## src/rtl/microcode_sequencer.sv

```systemverilog
// Microstep sequencer: step counter, extended page bit, ROM address, RUN/BRK/HALT.
// Optional SEQ_WATCHDOG_EN traps a step overflow into HALT with fault set.
module microcode_sequencer #(
    parameter int STEP_W   = 3,
    parameter int OPCODE_W = 8,
    parameter int FLAGS_W  = 4
) (
    input  logic                                clk,
    input  logic                                rst,
    input  logic [OPCODE_W-1:0]                 opcode,
    input  logic [FLAGS_W-1:0]                  flags,
    input  logic [31:0]                         control_word,
    input  logic                                resume,
    output logic [FLAGS_W+1+OPCODE_W+STEP_W-1:0] rom_addr,
    output logic [STEP_W-1:0]                   step,
    output logic                                ext_page,
    output logic                                clk_en,
    output logic                                halted,
    output logic                                in_break,
    output logic                                fault
);

    typedef enum logic [1:0] {
        S_RUN  = 2'd0,
        S_BRK  = 2'd1,
        S_HALT = 2'd2
    } state_t;

    localparam logic [STEP_W-1:0] STEP_MAX = {STEP_W{1'b1}};

    state_t            state_q, state_d;
    logic [STEP_W-1:0] step_q, step_d;
    logic              ext_q, ext_d;
    logic              fault_q, fault_d;

    logic cw_step_reset;
    logic cw_step_ext;
    logic cw_halt;
    logic cw_brk;

    assign cw_step_reset = control_word[24];
    assign cw_step_ext   = control_word[25];
    assign cw_halt       = control_word[26];
    assign cw_brk        = control_word[27];

    // Sequencing registers; only rst reaches them while outside RUN.
    always_ff @(posedge clk) begin
        if (rst) begin
            state_q <= S_RUN;
            step_q  <= '0;
            ext_q   <= 1'b0;
            fault_q <= 1'b0;
        end else begin
            state_q <= state_d;
            step_q  <= step_d;
            ext_q   <= ext_d;
            fault_q <= fault_d;
        end
    end

    // Next step/page/state from the current control word and run state.
    always_comb begin
        state_d = state_q;
        step_d  = step_q;
        ext_d   = ext_q;
        fault_d = fault_q;
        unique case (state_q)
            S_RUN: begin
                if (cw_step_reset) begin
                    step_d = '0;
                    ext_d  = 1'b0;
                end else if (cw_step_ext) begin
                    step_d = '0;
                    ext_d  = 1'b1;
`ifdef SEQ_WATCHDOG_EN
                end else if (step_q == STEP_MAX) begin
                    fault_d = 1'b1;
`endif
                end else begin
                    step_d = step_q + 1'b1;
                end
                if (fault_d || cw_halt) begin
                    state_d = S_HALT;
                end else if (cw_brk) begin
                    state_d = S_BRK;
                end
            end
            S_BRK: begin
                if (resume) begin
                    state_d = S_RUN;
                end
            end
            S_HALT: begin
                state_d = S_HALT;
            end
            default: begin
                state_d = S_HALT;
            end
        endcase
`ifndef SEQ_WATCHDOG_EN
        fault_d = 1'b0;
`endif
    end

    assign rom_addr = {flags, ext_q, opcode, step_q};
    assign step     = step_q;
    assign ext_page = ext_q;
    assign clk_en   = (state_q == S_RUN);
    assign halted   = (state_q == S_HALT);
    assign in_break = (state_q == S_BRK);
    assign fault    = fault_q;

endmodule

```

## config.mk

```make
export PLATFORM = sky130hd
export DESIGN_NAME = microcode_sequencer
export DESIGN_NICKNAME = d
export VERILOG_FILES = /design/src/rtl/microcode_sequencer.sv
export SDC_FILE = /design/constraint.sdc
export NUM_CORES = 1
export LEC_CHECK = 0
export ABC_AREA = 1
export CAP_MARGIN = 40
export CORE_MARGIN = 10
export CORE_UTILIZATION = 21
export CTS_CLUSTER_SIZE = 14
export DETAILED_ROUTE_END_ITERATION = 10
export PLACE_DENSITY = 0.78
export SETUP_SLACK_MARGIN = 0.02
export SLEW_MARGIN = 20
export SYNTH_ARGS = -nofsm -noshare
export SYNTH_HDL_FRONTEND = slang
export SYNTH_SLANG_ARGS = --single-unit
```

## constraint.sdc

```tcl
create_clock -name clk -period 1.2 [get_ports clk]
set_input_delay 0.36 -clock clk [delete_from_list [all_inputs] [get_ports clk]]
set_output_delay 0.36 -clock clk [all_outputs]
set_load 0.1 [all_outputs]
```

**After elaboration in Yosys (flattened, before gate mapping)**

Cells that the tools add are included.

- Add/sub/neg operators: 1
- Multiply operators: 0
- Div/mod/pow operators: 0
- $lt $le $gt $ge: 0
- Equal/unequal tests: 4
- Shift-type cells: 0
- Multiplexer cells: 8
- Bitwise logic cells: 0
- Reductions and logical operators: 4

Operators by type and width:

| kind | number |
|---|---|
| $mux W2 | 3 |
| $mux W3 | 2 |
| $pmux W2 S2 | 1 |
| $reduce_and A2 Y1 | 2 |
| $add A3 B1 Y3 const B | 1 |
| $ne A3 B3 Y1 const B | 1 |
| $eq A2 B1 Y1 const B | 1 |
| $eq A2 B2 Y1 const B | 1 |
| $logic_not A2 Y1 | 1 |
| $mux W1 | 2 |
| $ne A2 B2 Y1 const B | 1 |
| $reduce_bool A2 Y1 | 1 |

- Register bits after elaboration: 6
- Bits in latches: 0
- Memory bits (writable): 0
- Bits in read-only memories: 0
- Logic and storage cells: 20
- Memories kept: 0

**Longest topological paths before layout**

- Word-level depth: 3
- Gate-level depth with buffers: 6
- Mapped depth without buffers: 5

**Least setup slack after synthesis**

Ideal clock, no wire load.

- Path type: register to output
- From: register state_q[0]
- To: output in_break
- Data arrival time: 1.719 ns
- Path slack: -0.879 ns
- Cell stages (with the launch flop): 3
- Buffers on the path: 0
- Cell sequence: dfxtp_1 > inv_1 > nor2_1

- Word-level cells in the longest chain between the ends: 1

Ends and longest elaborated chain:

| what | RTL line | RTL |
|---|---|---|
| start: declaration | 31 | `state_t state_q, state_d;` |
| start signal: assignment | 54 | `state_q <= state_d;` |
| $eq A2 B1 Y1 | 110 | `assign in_break = (state_q == S_BRK);` |
| end: declaration | 19 | `output logic in_break,` |

No other way between the ends.

**Worst setup path in the final report**

Ends and elaborated chain as after synthesis.

==> impl_metrics.ini <==
[timing]
fin_skew_ps = 4.124
slew_viol_final = 0
setup_viol = 3
hold_violations = 0
fmax_ghz = 0.7521
worst_slack_ps = -129.6
rsz0062_at_grt = true
timing.final.crit_period_ps = 1330
fin_crit_sh_pct = 110.8
fin_setup_tns_ps = -356.5

[route]
postRouteAntennaNets = 0
drc = 0
wl_per_cell_um = 10.62
drtPass1Iterations = 2
first_iter_violations = 2
vias_per_cell = 3.763
vias = 365
wl_mm = 1.030

[global_route]
grt_pass1_vias = 327
grt_pass1_wl_mm = 1.497
grt_usage_pct = 4.528
grt_overflow_total = 0
antenna_found_initial = 0
grt_max_degree = 8

[floorplan]
fp.coreArea_um2 = 1962
initial_core_util_pct = 22.00
die_w_um = 65.34
die_area_um2 = 4269
rows = 16
die_h_um = 65.34
io_pins = 71

[finish]
drive_gt1_share_pct = 47.14
n_antenna_cell = 0
nets = 120
syn_to_final_growth_pct = 69.86

[power]
power.density_nw_per_um2 = 1271
leakagePower_uw = 0.0003217
ir_drop_mv = 0.5709

[worst_hold_path]
min_path_type = flip-flop to flip-flop
hold_start = state_q[1]$_SDFFE_PP0P_

[cts]
cts_buffers = 3
ctsHoldBuffers = 0
clk-insertion-delay-late_ps = 240
clockBufferDepth = 2
clock_sinks = 6
path_clk_slew_ps = 50
cts_htree_levels = 1
cts_tree = built
clockRootBuffer = clkbuf_4

[logic_synthesis]
yosysTopAreaCell = buf_4
synth_most_common_cell = buf_4
synth_area_um2 = 431.7
ys_seq_area_share_pct = 27.83
yosys-top-cells-area = buf_4, dfxtp_1, nand2_1
synthCells = 62
synth_top_cells_by_count = buf_4, nand2_1, inv_1, dfxtp_1, nor2_1
yosysWarningCount = 0
ys.flop_type = dfxtp_1
synth_top_area_share_pct = 29.57
synth_edf_count = 0
ys_ff_latch = 6
synthArstFlopShare_pct = 0
avgSynthCellArea_um2 = 6.962
syn-num-nets = 110
ys_types = 15

[critical_path]
critPathRequiredTime_ps = 840
reg2reg_from = state_q[1]$_SDFFE_PP0P_
crit_arrival_ps = 970
crit_path_start_kind = flip-flop
startpoint = state_q[0]$_SDFFE_PP0P_
end_kind = primary output
critical_path.max_fanout = 4
path_class = flip-flop to primary output

[place]
post-place-ws_ps = -64.37
hpwl_um = 841.9
gp_congestion = 0.6866
port_buffers = 17

[flow_run]
cap_violations = 0

[status]
status = finished with violations
violations = negative setup slack
-- critical path, stage by stage (launching register included) --
cell,delay [ps]
dfxtp_4,390
inv_4,40
nor2_4,110
buf_12,180
-- power by group --
group	leakage [uW]	total, uW	internal [uW]	switching (uW)
Clock	0.0000138	185	113	72.1
Sequential	0.0000534	248	214	33.5
Combinational	0.000254	499	193	306
Total	0.000322	932	520	411
-- cell families after synthesis --
| group | count (synthesis) | synth area share, % |
|---|---|---|
| buffers and inverters | 25 | 38.26 |
| and+or+nand+nor | 23 | 22.03 |
| AOI/OAI and AO/OA | 6 | 8.117 |
| DFF | 6 | 27.83 |
| adders and majority gates | 1 | 2.898 |
| other | 1 | 0.8687 |
-- cell usage in the layout (no fill, tap or decap) --
cell type / netlist / final
nand2_1: 13 / 13
buf_12: 0 / 11
dfxtp_4: 0 / 6
clkdlybuf4s50_1: 0 / 6
inv_1: 7 / 5
nor2_1: 6 / 4
nor2_4: 0 / 3
clkbuf_4: 0 / 3
buf_6: 1 / 3
buf_4: 17 / 3
inv_4: 0 / 2
a21oi_1: 2 / 2
o21ai_0: 2 / 2
a211oi_1: 1 / 1
o21bai_1: 1 / 1
nand3_1: 1 / 1
nand2_2: 1 / 1
nor2_2: 2 / 1
ha_1: 1 / 1
conb_1: 1 / 1
-- registers in the layout (all words and copies together) (netlist names) --
register and flops:
step 3, ext_page 1, state_q 2
-- per-layer routing --
layer / global-route usage, % / routed length, um
met2: 6.829 / 481
met5: 0 / 0
met3: 3.729 / 136
met1: 3.806 / 375
met4: 3.743 / 37
-- per-stage QoR --
stage	hold WS, ps	total power (uW)	cell area, um^2	utilization [%]	std cells
2_1_floorplan	428.7	754.5	486.7	-	62
3_3_place_gp	509.5	711.4	661.9	33.74	90
3_5_place_dp	518.2	717.0	661.9	33.74	90
4_1_cts	527.1	925.0	711.9	36.29	96
5_1_grt	543.8	971.8	733.2	37.37	97
6_report	531.7	931.7	733.2	37.37	97
-- worst paths after layout --
check,endpoint,slack [ps],cells past startpoint
setup / recovery,in_break,-130,3
hold / removal,state_q[1]$_SDFFE_PP0P_,530,2
setup reg to reg,step[2]$_SDFFE_PP0P_,60,8
hold reg to reg,state_q[1]$_SDFFE_PP0P_,530,2
-- area by class of cell --
type	count	area (um^2)
Tap cell	27	33.78
Fill cell	208	1229
Inverter	7	31.28
Timing Repair Buffer	23	336.6
Sequential cell	6	142.6
Multi-Input combinational cell	31	166.4
Clock buffer	3	22.52
-- what timing repair did --
action / 4_1_cts / 5_1_grt
resized for setup: 1 / 4
endpoints found under the setup margin: 5 / 11
buffers inserted: 3 / 2
pin swaps: 2 / 4
Note: power is estimated with default switching activity, not from simulation.
==> RTL change 1: new RTL, same settings <==
Register the inputs `opcode`, `flags`, `control_word` and `resume` before use. The logic sees them one clock later.
--- a/src/rtl/microcode_sequencer.sv
+++ b/src/rtl/microcode_sequencer.sv
@@ -28,6 +28,18 @@
 
     localparam logic [STEP_W-1:0] STEP_MAX = {STEP_W{1'b1}};
 
+    logic [OPCODE_W-1:0] opcode_q;
+    logic [FLAGS_W-1:0] flags_q;
+    logic [31:0] control_word_q;
+    logic resume_q;
+
+    always_ff @(posedge clk) begin
+        opcode_q       <= opcode;
+        flags_q        <= flags;
+        control_word_q <= control_word;
+        resume_q       <= resume;
+    end
+
     state_t            state_q, state_d;
     logic [STEP_W-1:0] step_q, step_d;
     logic              ext_q, ext_d;
@@ -38,10 +50,10 @@
     logic cw_halt;
     logic cw_brk;
 
-    assign cw_step_reset = control_word[24];
-    assign cw_step_ext   = control_word[25];
-    assign cw_halt       = control_word[26];
-    assign cw_brk        = control_word[27];
+    assign cw_step_reset = control_word_q[24];
+    assign cw_step_ext   = control_word_q[25];
+    assign cw_halt       = control_word_q[26];
+    assign cw_brk        = control_word_q[27];
 
     // Sequencing registers; only rst reaches them while outside RUN.
     always_ff @(posedge clk) begin
@@ -86,7 +98,7 @@
                 end
             end
             S_BRK: begin
-                if (resume) begin
+                if (resume_q) begin
                     state_d = S_RUN;
                 end
             end
@@ -102,7 +114,7 @@
 `endif
     end
 
-    assign rom_addr = {flags, ext_q, opcode, step_q};
+    assign rom_addr = {flags_q, ext_q, opcode_q, step_q};
     assign step     = step_q;
     assign ext_page = ext_q;
     assign clk_en   = (state_q == S_RUN);
Behaviour: not the same (Yosys sat finds a counterexample within 4 cycles, from zero or initial values and one cycle with rst high).
==> RTL change 1 against the unedited design <==
The flow still finishes with violations (setup timing); sequential cell count grew 17; global-route usage increased by 1.4 points; register-to-register slack better by 0.04 ns; synthesized cell count increased by 13%; worst setup slack got worse by 0.11 ns; cell area grew 100%; wire length rose by 75%; die area rose by 40%; critical path depth is the same; worst hold slack worse by 0.056 ns; first-iteration DRC count rose to 8.0 times the old value; power up 110%; synthesized area up 60%; largest power group is now sequential cells.
==> RTL change 1: results (changes against the unedited design) <==
stage	metric	value	unit	change
yosys	synth_nets	118		+7.3%
finish	fraction_of_layout_instances_using_a_drive_strength_above_1	51.3	%	+4.1 points
clock_tree	clock_pin_slew_on_the_worst_setup_and_hold_paths	0.12	ns	+0.07 ns
finish	areaGrowthSynthToFinish	117	%	
critical_path	rr_worst_depth	6		-2
yosys	yosys-top-cells-count	sky130_fd_sc_hd__dfxtp_1, sky130_fd_sc_hd__inv_1, sky130_fd_sc_hd__nand2_1, sky130_fd_sc_hd__nor2_1, sky130_fd_sc_hd__buf_4		
finish	finish.net_count	166		+38%
drt	avgViaCountPerCell	3.69		-2.0%
run_status	outcome	finished with violations		
yosys	synth.area.top_cells	sky130_fd_sc_hd__dfxtp_1, sky130_fd_sc_hd__inv_1, sky130_fd_sc_hd__buf_4		
placed_design	placedInstanceArea	1410	um^2	+110%
sta	final.setup_skew	0.00978	ns	+0.00566 ns
finish	num-fill-cells	296		+42%
power_and_ir_drop	vdd_ir_drop_max	0.580	mV	+1.5%
grt	number_of_global_route_vias_before_repair	710		+120%
hold_path	whs_path_cells	1		-1
placed_design	place.port_buffers	41		+24
power_and_ir_drop	power.static_leakage	0.647	nW	+100%
hold_path	worst_hold_check_path_type	primary input to register		
run_status	violations_in_the_final_reports	setup timing		
sta	layout_setup_ws	-0.238	ns	-0.109 ns
sta	final_setup_fails	13		+10
placed_design	gp_congestion	0.634		-7.6%
grt	grt_usage	5.94	%	+1.4 points
drt	first_iter_violations	16		+14
grt	grt_pass1_wl	2860	um	+91%
-- RTL change 1: metrics by stage --
| stage | TNS (ns) | power (mW) | std cells |
|---|---|---|---|
| finish | -0.991 | 2.00 | 161 |
| global route | -1.90 | 2.09 | 161 |
| CTS | -1.34 | 2.02 | 160 |
| detailed placement | 0 | 1.65 | 151 |
| global placement | 0 | 1.64 | 151 |
| floorplan | -0.740 | 1.35 | 70 |
-- RTL change 1: kinds of logic (layout without fill, tap and decap cells) --
family          after synthesis  after routing  share of synthesized area, %
flops                        23             23                          66.7
compound gates                4              4                          3.26
fa+ha+maj                     1              1                          1.81
simple gates                 25             25                          16.3
buf+inv                      16             63                          11.4
other cells                   1              1                         0.543
-- RTL change 1: worst reg2reg max path, stage by stage (launching register included) --
cell and delay, ns:
sky130_fd_sc_hd__dfxtp_4 0.39, sky130_fd_sc_hd__buf_4 0.15, sky130_fd_sc_hd__ha_4 0.25, sky130_fd_sc_hd__inv_1 0.03
sky130_fd_sc_hd__nand2_1 0.04, sky130_fd_sc_hd__o21ai_0 0.07, sky130_fd_sc_hd__nor2_1 0.10
-- RTL change 1: final cells by class --
class / count / share of cell area (%)
Tap cell: 44 / 3.67
Clock inverter: 1 / 0.334
Timing Repair Buffer: 48 / 46.5
Inverter: 11 / 2.92
Multi-Input combinational cell: 31 / 11.9
Sequential cell: 23 / 33.2
Clock buffer: 3 / 1.50
-- RTL change 1: power groups by stage --
stage               combinational, mW  clock (mW)  sequential, mW
floorplan                       0.258           0            1.09
global placement                0.757           0           0.882
detailed placement              0.768           0           0.886
CTS                             0.794       0.364           0.864
global route                    0.827       0.391           0.869
finish                          0.795       0.338           0.863
-- RTL change 1: worst paths after layout --
check,to,slack (ns),start
setup reg to reg,step[1],0.10,step[0]
hold / removal,flags_q[0],0.48,flags[0]
hold reg to reg,state_q[1],0.51,control_word_q[26]
setup / recovery,halted,-0.24,state_q[0]
-- RTL change 1: routing by layer --
metal	share of wire [%]	GRT usage, %	routed length, um	up-vias
met3	16	5.41	294	2
met1	33	4.04	594	261
li1	-	-	-	298
met4	0.56	2.19	10	0
met5	0	0	0	-
met2	50	11.0	900	33
-- RTL change 1: timing repair --
action,4_1_cts,5_1_grt
pin swaps,2,2
setup buffers,5,1
hold buffers,0,0
gates resized for setup,3,2
endpoints found under the setup margin,23,24
==> RTL change 2: new RTL, same flow settings <==
Without the edit above. Change the parameter `STEP_W` from 3 to 6.
--- a/src/rtl/microcode_sequencer.sv
+++ b/src/rtl/microcode_sequencer.sv
@@ -1,7 +1,7 @@
 // Microstep sequencer: step counter, extended page bit, ROM address, RUN/BRK/HALT.
 // Optional SEQ_WATCHDOG_EN traps a step overflow into HALT with fault set.
 module microcode_sequencer #(
-    parameter int STEP_W   = 3,
+    parameter int STEP_W   = 6,
     parameter int OPCODE_W = 8,
     parameter int FLAGS_W  = 4
 ) (
Ports: changed (resized rom_addr and step); port bits go from 71 to 77. No check against the original RTL was run, so the function may have changed too.
==> RTL change 2 against the unedited design <==
The flow still finishes with violations (setup timing); sequential share of layout area decreased by 0.13 points; sequential cell count up 3; power up 3.0%; synthesized area rose by 36%; worst hold slack lost 0.033 ns; die area grew 24%; via count up 58%; cell area up 51%; wire length grew 66%; worst setup slack got worse by 0.022 ns; critical path type unchanged.
==> RTL change 2: results (changes against the unedited design) <==
stage	metric	value	unit	change
sta	final.setup_skew	0.00375	ns	-0.000377 ns
yosys	synth.area.top_cells	sky130_fd_sc_hd__dfxtp_1, sky130_fd_sc_hd__buf_4, sky130_fd_sc_hd__inv_1		
clock_tree	cts_htree_levels	1		unchanged
clock_tree	clock_insertion_delay_worst_skew	0.26	ns	+0.02 ns
finish	finish.net_count	155		+29%
drt	routedWlPerCell	12.5	um	+17%
critical_path	reg2reg_setup_slack	0.03	ns	-0.03 ns
yosys	postSynthCellCount	83		+34%
yosys	synth_xor_xnor_area_share	1.50	%	+1.5 points
grt	grt_usage	6.23	%	+1.7 points
grt	grt_antenna_before_repair	0		unchanged
yosys	synth_nets	131		+19%
floorplanning	chipWidth	72.8	um	+11%
sta	final_setup_fails	3		unchanged
sta	timing_max_transition_violations_final	0		unchanged
drt	detail_route.first_pass.iterations	4		+2
yosys	synth_sequential_area_ratio	30.8	%	+2.9 points
yosys	ys.warnings.count	0		unchanged
run_status	violations_in_the_final_reports	setup timing		
grt	number_of_global_route_vias_before_repair	589		+80%
run_status	outcome	finished with violations		
floorplanning	floorplan.die_area	5300	um^2	+24%
placed_design	place.port_buffers	23		+6
placed_design	dp.cells	122		+36%
finish	largest_register_ff_count	6		+3
finish	fraction_of_layout_instances_using_a_drive_strength_above_1	54.7	%	+7.6 points
yosys	yosys-top-cells-count	sky130_fd_sc_hd__buf_4, sky130_fd_sc_hd__inv_1, sky130_fd_sc_hd__nand2_1, sky130_fd_sc_hd__dfxtp_1, sky130_fd_sc_hd__nor2_1		
drt	vias	577		+58%
finish	instances_no_fill	137		+41%
placed_design	detailedPlacementHpwl	1280	um	+53%
yosys	synth_adder_area_share	2.14	%	-0.76 points
yosys	synthDistinctLibCells	18		+3
yosys	synth.mux.area_fraction	0	%	unchanged
placed_design	gp_congestion	0.749		+9.0%
clock_tree	clock-root-buffer	sky130_fd_sc_hd__clkbuf_4		
critical_path	critPathArrivalTime	0.99	ns	+0.02 ns
sta	layout_setup_ws	-0.151	ns	-0.0217 ns
finish	insertedDiodeCount	0		unchanged
grt	grt_pass1_wl	2620	um	+75%
yosys	synth-compound-area-share	9.19	%	+1.1 points
drt	first_iter_violations	10		+8
clock_tree	tritoncts.num_buffers	3		unchanged
hold_path	worst_hold_check_path_type	primary input to register		
power_and_ir_drop	power.static_leakage	0.484	nW	+50%
power_and_ir_drop	vdd_ir_drop_max	0.636	mV	+11%
finish	num-fill-cells	270		+30%
grt	maximum_number_of_pins_on_one_net_before_global_route_repair	7		-1
RTL change 2: worst max-delay path, cell delays in order (launching register included):
cell and delay (ns):
sky130_fd_sc_hd__dfxtp_4 0.37, sky130_fd_sc_hd__nor2_4 0.16, sky130_fd_sc_hd__buf_12 0.19
RTL change 2: kinds of logic (layout without fill, tap and decap cells):
family | count (synthesis) | after routing
simple gates | 28 | 28
fa+ha+maj | 1 | 1
buf+inv | 33 | 56
other cells | 1 | 1
flops | 9 | 9
compound gates | 10 | 10
xor+xnor | 1 | 1
RTL change 2: layout make-up:
class                   count  share of cell area, %
repair buffers             39                   47.6
multi-input cells          41                   22.4
clock buffers               4                   2.37
inverters                  13                   4.86
flip-flops and latches      9                   19.3
well taps                  31                   3.50
RTL change 2: path summary, 6_finish.rpt:
| kind | from | endpoint | cells past startpoint |
|---|---|---|---|
| setup / recovery | state_q[0] | clk_en | 2 |
| hold / removal | control_word[24] | step[1] | 4 |
| setup reg to reg | state_q[0] | step[5] | 7 |
| hold reg to reg | ext_page | ext_page | 2 |
RTL change 2: what timing repair did:
item                                    CTS  global route
setup buffers                             8             3
hold endpoints to repair                  0             0
endpoints found under the setup margin   17            21
gates resized for setup                   5            11
pin swaps                                 2             5
RTL change 2: metrics by stage:
step | setup TNS, ns | cell area [um^2] | worst slack (ns) | util [%] | hold slack (ns)
2_1_floorplan | -1.93 | 648 | -0.303 | - | 0.419
3_3_place_gp | -0.742 | 956 | -0.177 | 35.3 | 0.503
3_5_place_dp | -0.898 | 956 | -0.183 | 35.3 | 0.501
4_1_cts | -0.520 | 1050 | -0.190 | 38.7 | 0.512
5_1_grt | -0.776 | 1110 | -0.199 | 40.9 | 0.510
6_report | -0.439 | 1110 | -0.151 | 40.9 | 0.499
RTL change 2: metal layers:
layer,global-route usage [%],vias up,wire [um]
li1,-,284,-
met1,5.32,259,569
met2,10.2,29,870
met3,5.58,5,246
met4,2.32,0,22
met5,0,-,0
RTL change 2: report_power, final:
group / total [mW] / internal, mW / switching (mW)
clock network: 0.237 / 0.128 / 0.109
registers: 0.322 / 0.298 / 0.0245
logic: 0.400 / 0.158 / 0.243
total: 0.960 / 0.584 / 0.376
